File: config.mk
export PLATFORM = sky130hd
export DESIGN_NAME = pipeline_run_controller_flat
export DESIGN_NICKNAME = d
export VERILOG_FILES = /design/src/rtl/pipeline_run_controller_if.sv /design/src/rtl/pipeline_run_controller.sv /design/src/flat_wrapper.sv
export SDC_FILE = /design/constraint.sdc
export NUM_CORES = 1
export LEC_CHECK = 0
export BUFFER_PORTS_ARGS = -buffer_cell sky130_fd_sc_hd__buf_2
export CORE_ASPECT_RATIO = 1.2
export CORE_UTILIZATION = 36
export CTS_CLUSTER_SIZE = 24
export DETAILED_ROUTE_END_ITERATION = 10
export HOLD_SLACK_MARGIN = 0.02
export SYNTH_ARGS = -nofsm -noshare
export SYNTH_HDL_FRONTEND = slang
export SYNTH_SLANG_ARGS = --single-unit
File: constraint.sdc
create_clock -name i_clk -period 4.5 [get_ports i_clk]
set_input_delay 0.675 -clock i_clk [delete_from_list [all_inputs] [get_ports i_clk]]
set_output_delay 0.675 -clock i_clk [all_outputs]
set_load 0.005 [all_outputs]
File: src/rtl/pipeline_run_controller_if.sv
// Run/debug control bundle between the run controller and its pipeline/debug host.
// slave is the controller side, master is the host side.
interface pipeline_run_controller_if #(
    parameter int unsigned CNT_WIDTH = 32
) ();
    logic                 i_start;
    logic                 i_step_mode;
    logic                 i_step;
    logic                 i_abort;
    logic                 i_end_detected;
    logic                 i_stall;
    logic                 o_pipe_enable;
    logic                 o_if_enable;
    logic                 o_halt;
    logic                 o_busy;
    logic                 o_done;
    logic [CNT_WIDTH-1:0] o_cycle_count;

    modport master (
        output i_start, i_step_mode, i_step, i_abort, i_end_detected, i_stall,
        input  o_pipe_enable, o_if_enable, o_halt, o_busy, o_done, o_cycle_count
    );

    modport slave (
        input  i_start, i_step_mode, i_step, i_abort, i_end_detected, i_stall,
        output o_pipe_enable, o_if_enable, o_halt, o_busy, o_done, o_cycle_count
    );
endinterface

File: src/rtl/pipeline_run_controller.sv
// Run/single-step sequencer for the 5-stage pipeline: gates stage enables,
// freezes fetch on END_INSTR, drains the back end and counts enabled cycles.
module pipeline_run_controller #(
    parameter int unsigned DRAIN_CYCLES = 4,
    parameter int unsigned CNT_WIDTH    = 32
) (
    input logic                      i_clk,
    input logic                      i_reset,
    pipeline_run_controller_if.slave bus
);
    localparam int unsigned DW = (DRAIN_CYCLES == 0) ? 1 : $clog2(DRAIN_CYCLES + 1);

    typedef enum logic [2:0] {
        S_IDLE,
        S_RUN,
        S_STEP_WAIT,
        S_STEP_EXEC,
        S_DRAIN,
        S_DONE
    } state_t;

    state_t               r_state;
    logic                 r_step_q;
    logic                 r_mode;
    logic [DW-1:0]        r_drain;
    logic [CNT_WIDTH-1:0] r_count;

    logic w_step_pulse;
    logic w_pipe_en;
    logic w_if_en;
    logic w_halt;
    logic w_busy;
    logic w_done;

    assign w_step_pulse = bus.i_step & ~r_step_q;

    // Output decode; fetch enable and step-mode drain enable follow live inputs.
    always_comb begin
        w_pipe_en = 1'b0;
        w_if_en   = 1'b0;
        w_halt    = 1'b0;
        w_busy    = 1'b0;
        w_done    = 1'b0;
        unique case (r_state)
            S_IDLE: ;
            S_RUN, S_STEP_EXEC: begin
                w_pipe_en = 1'b1;
                w_if_en   = ~bus.i_stall & ~bus.i_end_detected;
                w_busy    = 1'b1;
            end
            S_STEP_WAIT: w_busy = 1'b1;
            S_DRAIN: begin
                w_pipe_en = r_mode ? w_step_pulse : 1'b1;
                w_halt    = 1'b1;
                w_busy    = 1'b1;
            end
            S_DONE: begin
                w_halt = 1'b1;
                w_done = 1'b1;
            end
            default: ;
        endcase
    end

    always_ff @(posedge i_clk or negedge i_reset) begin
        if (!i_reset) begin
            r_state  <= S_IDLE;
            r_step_q <= 1'b0;
            r_mode   <= 1'b0;
            r_drain  <= '0;
            r_count  <= '0;
        end else begin
            r_step_q <= bus.i_step;
            if (w_pipe_en && (r_count != '1)) begin
                r_count <= r_count + CNT_WIDTH'(1);
            end
            if (bus.i_abort) begin
                r_state <= S_IDLE;
                r_drain <= '0;
            end else begin
                unique case (r_state)
                    S_IDLE, S_DONE: begin
                        if (bus.i_start) begin
                            r_mode  <= bus.i_step_mode;
                            r_count <= '0;
                            r_state <= bus.i_step_mode ? S_STEP_WAIT : S_RUN;
                        end
                    end
                    S_RUN: begin
                        if (bus.i_end_detected) begin
                            r_drain <= DW'(DRAIN_CYCLES);
                            r_state <= S_DRAIN;
                        end
                    end
                    S_STEP_WAIT: begin
                        if (w_step_pulse) begin
                            r_state <= S_STEP_EXEC;
                        end
                    end
                    S_STEP_EXEC: begin
                        if (bus.i_end_detected) begin
                            r_drain <= DW'(DRAIN_CYCLES);
                            r_state <= S_DRAIN;
                        end else begin
                            r_state <= S_STEP_WAIT;
                        end
                    end
                    S_DRAIN: begin
                        // Counter of 0 or 1 ends the drain so it can never wrap.
                        if (w_pipe_en) begin
                            if (r_drain <= DW'(1)) begin
                                r_drain <= '0;
                                r_state <= S_DONE;
                            end else begin
                                r_drain <= r_drain - DW'(1);
                            end
                        end
                    end
                    default: r_state <= S_IDLE;
                endcase
            end
        end
    end

    assign bus.o_pipe_enable = w_pipe_en;
    assign bus.o_if_enable   = w_if_en;
    assign bus.o_halt        = w_halt;
    assign bus.o_busy        = w_busy;
    assign bus.o_done        = w_done;
    assign bus.o_cycle_count = r_count;
endmodule

File: src/flat_wrapper.sv
// flat-port wrapper written by rule: the top's interface ports become plain ports
module pipeline_run_controller_flat 
#(
    parameter int unsigned DRAIN_CYCLES = 4,
    parameter int unsigned CNT_WIDTH    = 32
)
  (i_clk, i_reset, bus_i_start, bus_i_step_mode, bus_i_step, bus_i_abort, bus_i_end_detected, bus_i_stall, bus_o_pipe_enable, bus_o_if_enable, bus_o_halt, bus_o_busy, bus_o_done, bus_o_cycle_count);
  pipeline_run_controller_if #(.CNT_WIDTH(CNT_WIDTH)) bus_i ();
  input logic i_clk;
  input logic i_reset;
  input wire logic [$bits(bus_i.i_start)-1:0] bus_i_start;
  input wire logic [$bits(bus_i.i_step_mode)-1:0] bus_i_step_mode;
  input wire logic [$bits(bus_i.i_step)-1:0] bus_i_step;
  input wire logic [$bits(bus_i.i_abort)-1:0] bus_i_abort;
  input wire logic [$bits(bus_i.i_end_detected)-1:0] bus_i_end_detected;
  input wire logic [$bits(bus_i.i_stall)-1:0] bus_i_stall;
  output wire logic [$bits(bus_i.o_pipe_enable)-1:0] bus_o_pipe_enable;
  output wire logic [$bits(bus_i.o_if_enable)-1:0] bus_o_if_enable;
  output wire logic [$bits(bus_i.o_halt)-1:0] bus_o_halt;
  output wire logic [$bits(bus_i.o_busy)-1:0] bus_o_busy;
  output wire logic [$bits(bus_i.o_done)-1:0] bus_o_done;
  output wire logic [$bits(bus_i.o_cycle_count)-1:0] bus_o_cycle_count;
  assign bus_i.i_start = bus_i_start;
  assign bus_i.i_step_mode = bus_i_step_mode;
  assign bus_i.i_step = bus_i_step;
  assign bus_i.i_abort = bus_i_abort;
  assign bus_i.i_end_detected = bus_i_end_detected;
  assign bus_i.i_stall = bus_i_stall;
  assign bus_o_pipe_enable = bus_i.o_pipe_enable;
  assign bus_o_if_enable = bus_i.o_if_enable;
  assign bus_o_halt = bus_i.o_halt;
  assign bus_o_busy = bus_i.o_busy;
  assign bus_o_done = bus_i.o_done;
  assign bus_o_cycle_count = bus_i.o_cycle_count;
  pipeline_run_controller #(.DRAIN_CYCLES(DRAIN_CYCLES), .CNT_WIDTH(CNT_WIDTH)) u_core (.i_clk(i_clk), .i_reset(i_reset), .bus(bus_i));
endmodule
==> tab_implementation.tex, run 1 <==
\begin{tabular}{lr}
\hline
Metric & Value \\
\hline
\multicolumn{2}{l}{\textbf{Job}} \\
Number of max-capacitance violations reported & 0 \\
\multicolumn{2}{l}{\textbf{Power}} \\
Leakage power total & 1.19 nW \\
Max rail drop VDD & 0.105 mV \\
Pwr per Cell Area & 271 nW/µm² \\
\multicolumn{2}{l}{\textbf{Yosys}} \\
Number of flops mapped to enable cells by yosys & 0 \\
Synthesized area & 2450 µm² \\
Sequential fraction of the synthesis area & 40.8\% \\
Fraction of registers with async set or reset after synthesis & 100\% \\
Distinct cell type count after synthesis & 55 \\
Dominant cells by area after synthesis & sky130\_fd\_sc\_hd\_\_dfrtp\_1 41\%, sky130\_fd\_sc\_hd\_\_nand2\_1 4.7\%, sky130\_fd\_sc\_hd\_\_o31ai\_1 4.6\% \\
Most used standard cell by instance count after synthesis & sky130\_fd\_sc\_hd\_\_dfrtp\_1 \\
Syn nets & 284 \\
Post-synth top area share & 40.8\% \\
Top cell type by total area after synthesis & sky130\_fd\_sc\_hd\_\_dfrtp\_1 \\
Post-synthesis cell count & 273 \\
Synth top cells by count & 40 x sky130\_fd\_sc\_hd\_\_dfrtp\_1, 31 x sky130\_fd\_sc\_hd\_\_nand2\_1, 20 x sky130\_fd\_sc\_hd\_\_a21oi\_1 \\
Avg Inst Size Synth & 8.98 µm² \\
Syn. warnings & 0 \\
Primary FF master, synth & sky130\_fd\_sc\_hd\_\_dfrtp\_1 \\
Number of synthesized register bits & 40 \\
\multicolumn{2}{l}{\textbf{STA}} \\
Clock Skews & 0.00378 ns \\
Headroom to the max-slew limit & 24.5\% \\
Transition time of the tightest slew-check pin & 1.12 ns \\
Setup repair after global routing missed its margin & false \\
Worst slack on hold paths & 0.507 ns \\
Aggregate negative setup slack & 0 ns \\
Count of endpoints failing hold in the final timing report & 0 \\
Setup violation total in the final timing report & 0 \\
Fin crit share & 59.0\% \\
Maximum operating frequency & 376 MHz \\
Minimum period implied by the final worst setup slack & 2.66 ns \\
Number of max-slew violations in the final report & 0 \\
\multicolumn{2}{l}{\textbf{Placement}} \\
Final weighted congestion of routability-driven global placement & 0.781 \\
DP Wirelength & 4330 µm \\
Port Buffer Count & 44 \\
\multicolumn{2}{l}{\textbf{Clocking}} \\
Number of buffers inserted for hold repair after clock tree synthesis & 0 \\
Number of clock sinks seen by CTS & 40 \\
\# resized after CTS & 0 \\
Clk slew on worst S/H paths & 0.07 ns \\
Number of clock buffers inserted by TritonCTS & 5 \\
Source-to-sink clock delay at the later pin of the worst-skew pair & 0.29 ns \\
H-tree depth & 2 \\
Clock tree from TritonCTS & built \\
Setup repair bufs after CTS & 0 \\
Clock root buffer & sky130\_fd\_sc\_hd\_\_clkbuf\_8 \\
Worst-case clock buffer depth & 2 \\
\multicolumn{2}{l}{\textbf{Floorplan}} \\
Die area & 7150 µm² \\
Initial Util & 37.8\% \\
Core region area & 6490 µm² \\
Die height & 92.4 µm \\
Horizontal die dimension & 77.3 µm \\
I/O pin count & 45 \\
Cell row count & 32 \\
\multicolumn{2}{l}{\textbf{Global routing}} \\
Gr ovfl total & 0 \\
Global-route wire length before repair & 10400 µm \\
GRT Resource Usage Total & 18.2\% \\
Via count of the first global-routing pass & 2133 \\
Number of antenna violations at the first check in global routing & 0 \\
Largest net degree at the start of global routing & 41 \\
\multicolumn{2}{l}{\textbf{Critical path}} \\
Type of the setup path with the least slack & reg -> out \\
Critical path arrival & 1.98 ns \\
Crit-path max FO & 12 \\
CP Capture Type & output pin \\
Data required time at the worst endpoint & 3.83 ns \\
Category of the worst setup path launch point & register \\
\multicolumn{2}{l}{\textbf{Routing}} \\
Via count normalized by instance count & 5.69 \\
Total length of routed wires & 6100 µm \\
Initial drt markers & 147 \\
Avg WL per Cell & 15.4 µm \\
DRC violations left & 0 \\
Routed vias & 2246 \\
Iteration count of the initial detailed-routing pass & 4 \\
Remaining number of nets flagged by the antenna check after routing & 0 \\
\multicolumn{2}{l}{\textbf{Finish}} \\
Diodes inserted & 0 \\
\# nets final & 323 \\
Filler Cells Inserted & 690 \\
Area growth syn-to-layout & 14.0\% \\
Fraction of layout instances using a drive strength above 1 & 20.0\% \\
\multicolumn{2}{l}{\textbf{Status}} \\
Status & complete, no violations \\
\multicolumn{2}{l}{\textbf{Hold path}} \\
Min-Delay Path Class & in -> async \\
\hline
\end{tabular}
-- report_power, final --
part,total (mW),internal [mW],switching [mW]
logic,0.128,0.0515,0.0765
clock network,0.219,0.100,0.118
registers,0.410,0.379,0.0314
total,0.757,0.530,0.226
-- layout make-up --
type	instances	area [µm²]	area share, %
multi-input combinational	212	1360	48.6
tap	85	106	3.80
sequential	40	1000	35.8
timing repair buffer	46	235	8.42
inverter	7	26.3	0.940
clock buffer	5	68.8	2.46
-- worst max-delay path: stages (launching register included) --
cell and delay (ns):
sky130_fd_sc_hd__dfrtp_1 0.55, sky130_fd_sc_hd__or3b_4 0.47, sky130_fd_sc_hd__a21oi_4 0.22, sky130_fd_sc_hd__nor2_1 0.19, sky130_fd_sc_hd__inv_1 0.14, sky130_fd_sc_hd__buf_2 0.12
-- path summary, 6_finish.rpt --
path,startpoint,end,slack (ns),cells after the start
setup / recovery,u_core.r_state[2]$_DFFE_PN0P_,bus_o_pipe_enable,1.84,5
hold / removal,i_reset,u_core.r_drain[0]$_DFFE_PN0P_,0.51,1
setup reg to reg,u_core.r_state[2]$_DFFE_PN0P_,u_core.bus.o_cycle_count[21]$_DFF_PN0_,2.03,5
hold reg to reg,u_core.bus.o_cycle_count[31]$_DFF_PN0_,u_core.bus.o_cycle_count[31]$_DFF_PN0_,0.52,1
max in group asynchronous,i_reset,u_core.bus.o_cycle_count[20]$_DFF_PN0_,3.43,1
min in group i_clk,bus_i_step,u_core.r_step_q$_DFF_PN0_,0.51,1
-- routing by layer --
layer	track usage [%]	wire (µm)	vias to the layer above
met5	0	0	-
met4	6.13	68	0
met3	3.05	276	7
met2	28.8	2870	54
met1	25.1	2890	1074
li1	-	-	1111
-- state kept, by name, indices dropped and copies added (netlist names) --
register and flops:
u_core.bus.o_cycle_count 32, u_core.r_drain 3, u_core.r_mode 1, u_core.r_state 3, u_core.r_step_q 1
-- cells in the final DEF (no fill, tap or decap), types with 5 or more instances in the layout --
cell type and instances:
sky130_fd_sc_hd__nor3_1 11, sky130_fd_sc_hd__buf_2 44, sky130_fd_sc_hd__inv_1 7, sky130_fd_sc_hd__dfrtp_1 40, sky130_fd_sc_hd__o21ai_0 9, sky130_fd_sc_hd__or3_1 5
sky130_fd_sc_hd__nor2_1 13, sky130_fd_sc_hd__clkbuf_8 5, sky130_fd_sc_hd__nand2_1 31, sky130_fd_sc_hd__o31ai_1 15, sky130_fd_sc_hd__a21oi_1 20, sky130_fd_sc_hd__mux2i_1 10
sky130_fd_sc_hd__and3_1 6, sky130_fd_sc_hd__nand4_1 13, sky130_fd_sc_hd__nand3_1 14, sky130_fd_sc_hd__or4_1 11, sky130_fd_sc_hd__nand2b_1 6
-- per-stage QoR --
stage          setup slack, ns  cell area, µm²  total power [mW]  cells  utilization, %
3_3_place_gp              2.03            2730             0.545    390            42.0
4_1_cts                   1.86            2800             0.765    395            43.1
6_report                  1.84            2800             0.757    395            43.1
2_1_floorplan             2.35            2450             0.498    273               -
3_5_place_dp              1.98            2730             0.546    390            42.0
5_1_grt                   1.73            2800             0.801    395            43.1
-- kinds of logic (layout without fill, tap and decap cells) --
family	Yosys count	count (layout)	synth area share [%]
AND/OR/NAND/NOR	131	131	29.4
multiplexers	10	10	4.08
AO/OA/AOI/OAI	66	66	19.4
buffers and inverters	21	58	4.08
XOR/XNOR	2	2	0.714
adder cells (fa/ha/maj)	3	3	1.53
flip-flops	40	40	40.8
Note: power is estimated with default switching activity, not from simulation.
==> run 2: changes to the inputs <==
==> constraint.sdc (replaced) <==
create_clock -name i_clk -period 2.4 [get_ports i_clk]
set_input_delay 0.36 -clock i_clk [delete_from_list [all_inputs] [get_ports i_clk]]
set_output_delay 0.36 -clock i_clk [all_outputs]
set_load 0.005 [all_outputs]
==> run 2 against run 1 <==
Compared with the run above:
- final cell count rose by 3.5%
- utilization rose by 1.6 points
- setup slack got worse by 1.6 ns
- clock-buffer cell count rose by 1
- total power rose by 95%
- clock skew fell by 0.0012 ns
- die area did not move
- register-to-register slack got worse by 1.8 ns
- largest power group unchanged
==> tab_implementation.tex, run 2 (synthesis gave the netlist of run 1 again) <==
\begin{tabular}{lr}
\hline
Metric & Value \\
\hline
\multicolumn{2}{l}{\textbf{Power}} \\
Pwr per Cell Area & 508 nW/µm² (+87\%) \\
Overall power & 1.47 mW (+95\%) \\
Max rail drop VDD & 0.185 mV (+77\%) \\
Leakage power total & 1.25 nW (+5.5\%) \\
\multicolumn{2}{l}{\textbf{Placement}} \\
Post-place setup slack & 0.201 ns (-1.78 ns) \\
DP Area & 2810 µm² (+3.0\%) \\
DP Cell Count & 401 (+2.8\%) \\
DP Wirelength & 4670 µm (+7.8\%) \\
Final weighted congestion of routability-driven global placement & 0.786 (+0.64\%) \\
Port Buffer Count & 44 (unchanged) \\
\multicolumn{2}{l}{\textbf{STA}} \\
Final Worst Setup Slack & 0.245 ns (-1.60 ns) \\
Aggregate negative setup slack & 0 ns (unchanged) \\
Headroom to the max-slew limit & 58.6\% (+34 points) \\
Number of max-slew violations in the final report & 0 (unchanged) \\
Count of endpoints failing hold in the final timing report & 0 (unchanged) \\
Clock Skews & 0.00259 ns (-0.00119 ns) \\
Worst slack on hold paths & 0.189 ns (-0.318 ns) \\
Fin crit share & 89.8\% \\
Setup repair after global routing missed its margin & false \\
Transition time of the tightest slew-check pin & 0.615 ns (-0.510 ns) \\
Setup violation total in the final timing report & 0 (unchanged) \\
Maximum operating frequency & 464 MHz \\
Minimum period implied by the final worst setup slack & 2.16 ns \\
\multicolumn{2}{l}{\textbf{Global routing}} \\
Via count of the first global-routing pass & 2072 (-2.9\%) \\
Global-route wire length before repair & 10400 µm (-0.13\%) \\
GRT Resource Usage Total & 18.5\% (+0.27 points) \\
Number of antenna violations at the first check in global routing & 0 (unchanged) \\
Gr ovfl total & 0 (unchanged) \\
Largest net degree at the start of global routing & 28 (-32\%) \\
\multicolumn{2}{l}{\textbf{Floorplan}} \\
Die height & 92.4 µm (unchanged) \\
I/O pin count & 45 (unchanged) \\
Horizontal die dimension & 77.3 µm (unchanged) \\
Die area & 7150 µm² (unchanged) \\
Initial Util & 37.8\% (unchanged) \\
Core region area & 6490 µm² (unchanged) \\
Cell row count & 32 (unchanged) \\
\multicolumn{2}{l}{\textbf{Finish}} \\
Area growth syn-to-layout & 18.3\% \\
Most frequent cells in the layout & 44 x sky130\_fd\_sc\_hd\_\_buf\_2, 40 x sky130\_fd\_sc\_hd\_\_dfrtp\_1, 31 x sky130\_fd\_sc\_hd\_\_nand2\_1 \\
Filler Cells Inserted & 684 (-0.87\%) \\
\# nets final & 335 (+3.7\%) \\
Number of flip-flops in the largest register & 32 (unchanged) \\
Leading cell type in the layout, fill and taps excluded & sky130\_fd\_sc\_hd\_\_buf\_2 \\
Post-route core utilization & 44.7\% (+1.6 points) \\
Number of standard cells in the layout, taps in and fillers out & 409 (+3.5\%) \\
Fraction of layout instances using a drive strength above 1 & 23.1\% (+3.1 points) \\
Multi-input combinational cell area & 1360 µm² (+0.28\%) \\
Cell area after layout & 2900 µm² (+3.8\%) \\
Diodes inserted & 0 (unchanged) \\
Register area & 1000 µm² (unchanged) \\
\multicolumn{2}{l}{\textbf{Clocking}} \\
Worst-case clock buffer depth & 2 (unchanged) \\
Clock tree from TritonCTS & built \\
Clk slew on worst S/H paths & 0.08 ns (about the same) \\
Clock root buffer & sky130\_fd\_sc\_hd\_\_clkbuf\_8 \\
H-tree depth & 2 (unchanged) \\
Number of clock sinks seen by CTS & 40 (unchanged) \\
Setup repair bufs after CTS & 0 (unchanged) \\
Source-to-sink clock delay at the later pin of the worst-skew pair & 0.29 ns (about the same) \\
Number of clock buffers inserted by TritonCTS & 5 (unchanged) \\
\multicolumn{2}{l}{\textbf{Critical path}} \\
Type of the setup path with the least slack & reg -> reg \\
Crit-path max FO & 17 (+5) \\
Category of the worst setup path launch point & register \\
Data required time at the worst endpoint & 2.62 ns (-1.21 ns) \\
CP Capture Type & register \\
Critical path arrival & 2.38 ns (+0.40 ns) \\
\multicolumn{2}{l}{\textbf{Status}} \\
Status & complete, no violations \\
\multicolumn{2}{l}{\textbf{Job}} \\
Number of max-capacitance violations reported & 0 (unchanged) \\
\multicolumn{2}{l}{\textbf{Routing}} \\
Total length of routed wires & 6330 µm (+3.8\%) \\
Iteration count of the initial detailed-routing pass & 4 (unchanged) \\
Initial drt markers & 96 (-35\%) \\
Remaining number of nets flagged by the antenna check after routing & 0 (unchanged) \\
Via count normalized by instance count & 5.62 (-1.2\%) \\
DRC violations left & 0 (unchanged) \\
Avg WL per Cell & 15.5 µm (+0.25\%) \\
Routed vias & 2297 (+2.3\%) \\
\multicolumn{2}{l}{\textbf{Hold path}} \\
Min-Delay Path Class & in -> reg \\
\hline
\end{tabular}
==> run 2: changes by cell type in the layout (fill, tap and decap cells not counted), sizes merged <==
cell         change
buf             +11
dlygate4sd3      +1
clkinv           +1
clkbuf           +1
==> run 2: per-layer routing <==
layer  track usage (%)  up-vias  wire length [µm]
li1                  -     1131                 -
met1              25.4     1110              2900
met2              30.1       51              3110
met3              2.76        5               248
met4              5.19        0                70
met5                 0        -                 0
==> run 2: what timing repair did <==
item	4_1_cts	5_1_grt
hold buffers	1	0
setup endpoints to repair	0	5
hold endpoints to repair	13	0
gates resized for setup	0	1
==> run 2: area by class of cell <==
| cell class | count | share of cell area [%] |
|---|---|---|
| multi-input combinational | 212 | 46.9 |
| sequential | 40 | 34.5 |
| timing repair buffer | 58 | 11.3 |
| tap | 85 | 3.67 |
| clock buffer | 6 | 2.50 |
| inverter | 7 | 0.906 |
| clock inverter | 1 | 0.173 |
==> run 2: worst max-delay path, cell delays in order, from the launching register on <==
cell	delay, ns
sky130_fd_sc_hd__dfrtp_1	0.44
sky130_fd_sc_hd__nand4_1	0.22
sky130_fd_sc_hd__nor4_1	0.46
sky130_fd_sc_hd__o21ai_2	0.28
sky130_fd_sc_hd__or4_1	0.53
sky130_fd_sc_hd__a21oi_1	0.15
==> run 2: power breakdown <==
group          total (mW)  switching [mW]  internal [mW]
sequential          0.756          0.0462          0.710
combinational       0.283           0.166          0.117
clock               0.432           0.234          0.198
total                1.47           0.447           1.03
==> run 2: worst paths after layout <==
check | start | to | slack (ns) | depth (start not counted)
min in group asynchronous | i_reset | u_core.r_drain[1]$_DFFE_PN0P_ | 0.50 | 2
worst max register to register | u_core.bus.o_cycle_count[2]$_DFF_PN0_ | u_core.bus.o_cycle_count[19]$_DFF_PN0_ | 0.24 | 5
worst min-delay path | bus_i_step | u_core.r_step_q$_DFF_PN0_ | 0.19 | 1
max in group asynchronous | i_reset | u_core.bus.o_cycle_count[27]$_DFF_PN0_ | 1.38 | 3
worst max-delay path | u_core.bus.o_cycle_count[2]$_DFF_PN0_ | u_core.bus.o_cycle_count[19]$_DFF_PN0_ | 0.24 | 5
worst min register to register | u_core.bus.o_cycle_count[31]$_DFF_PN0_ | u_core.bus.o_cycle_count[31]$_DFF_PN0_ | 0.52 | 1
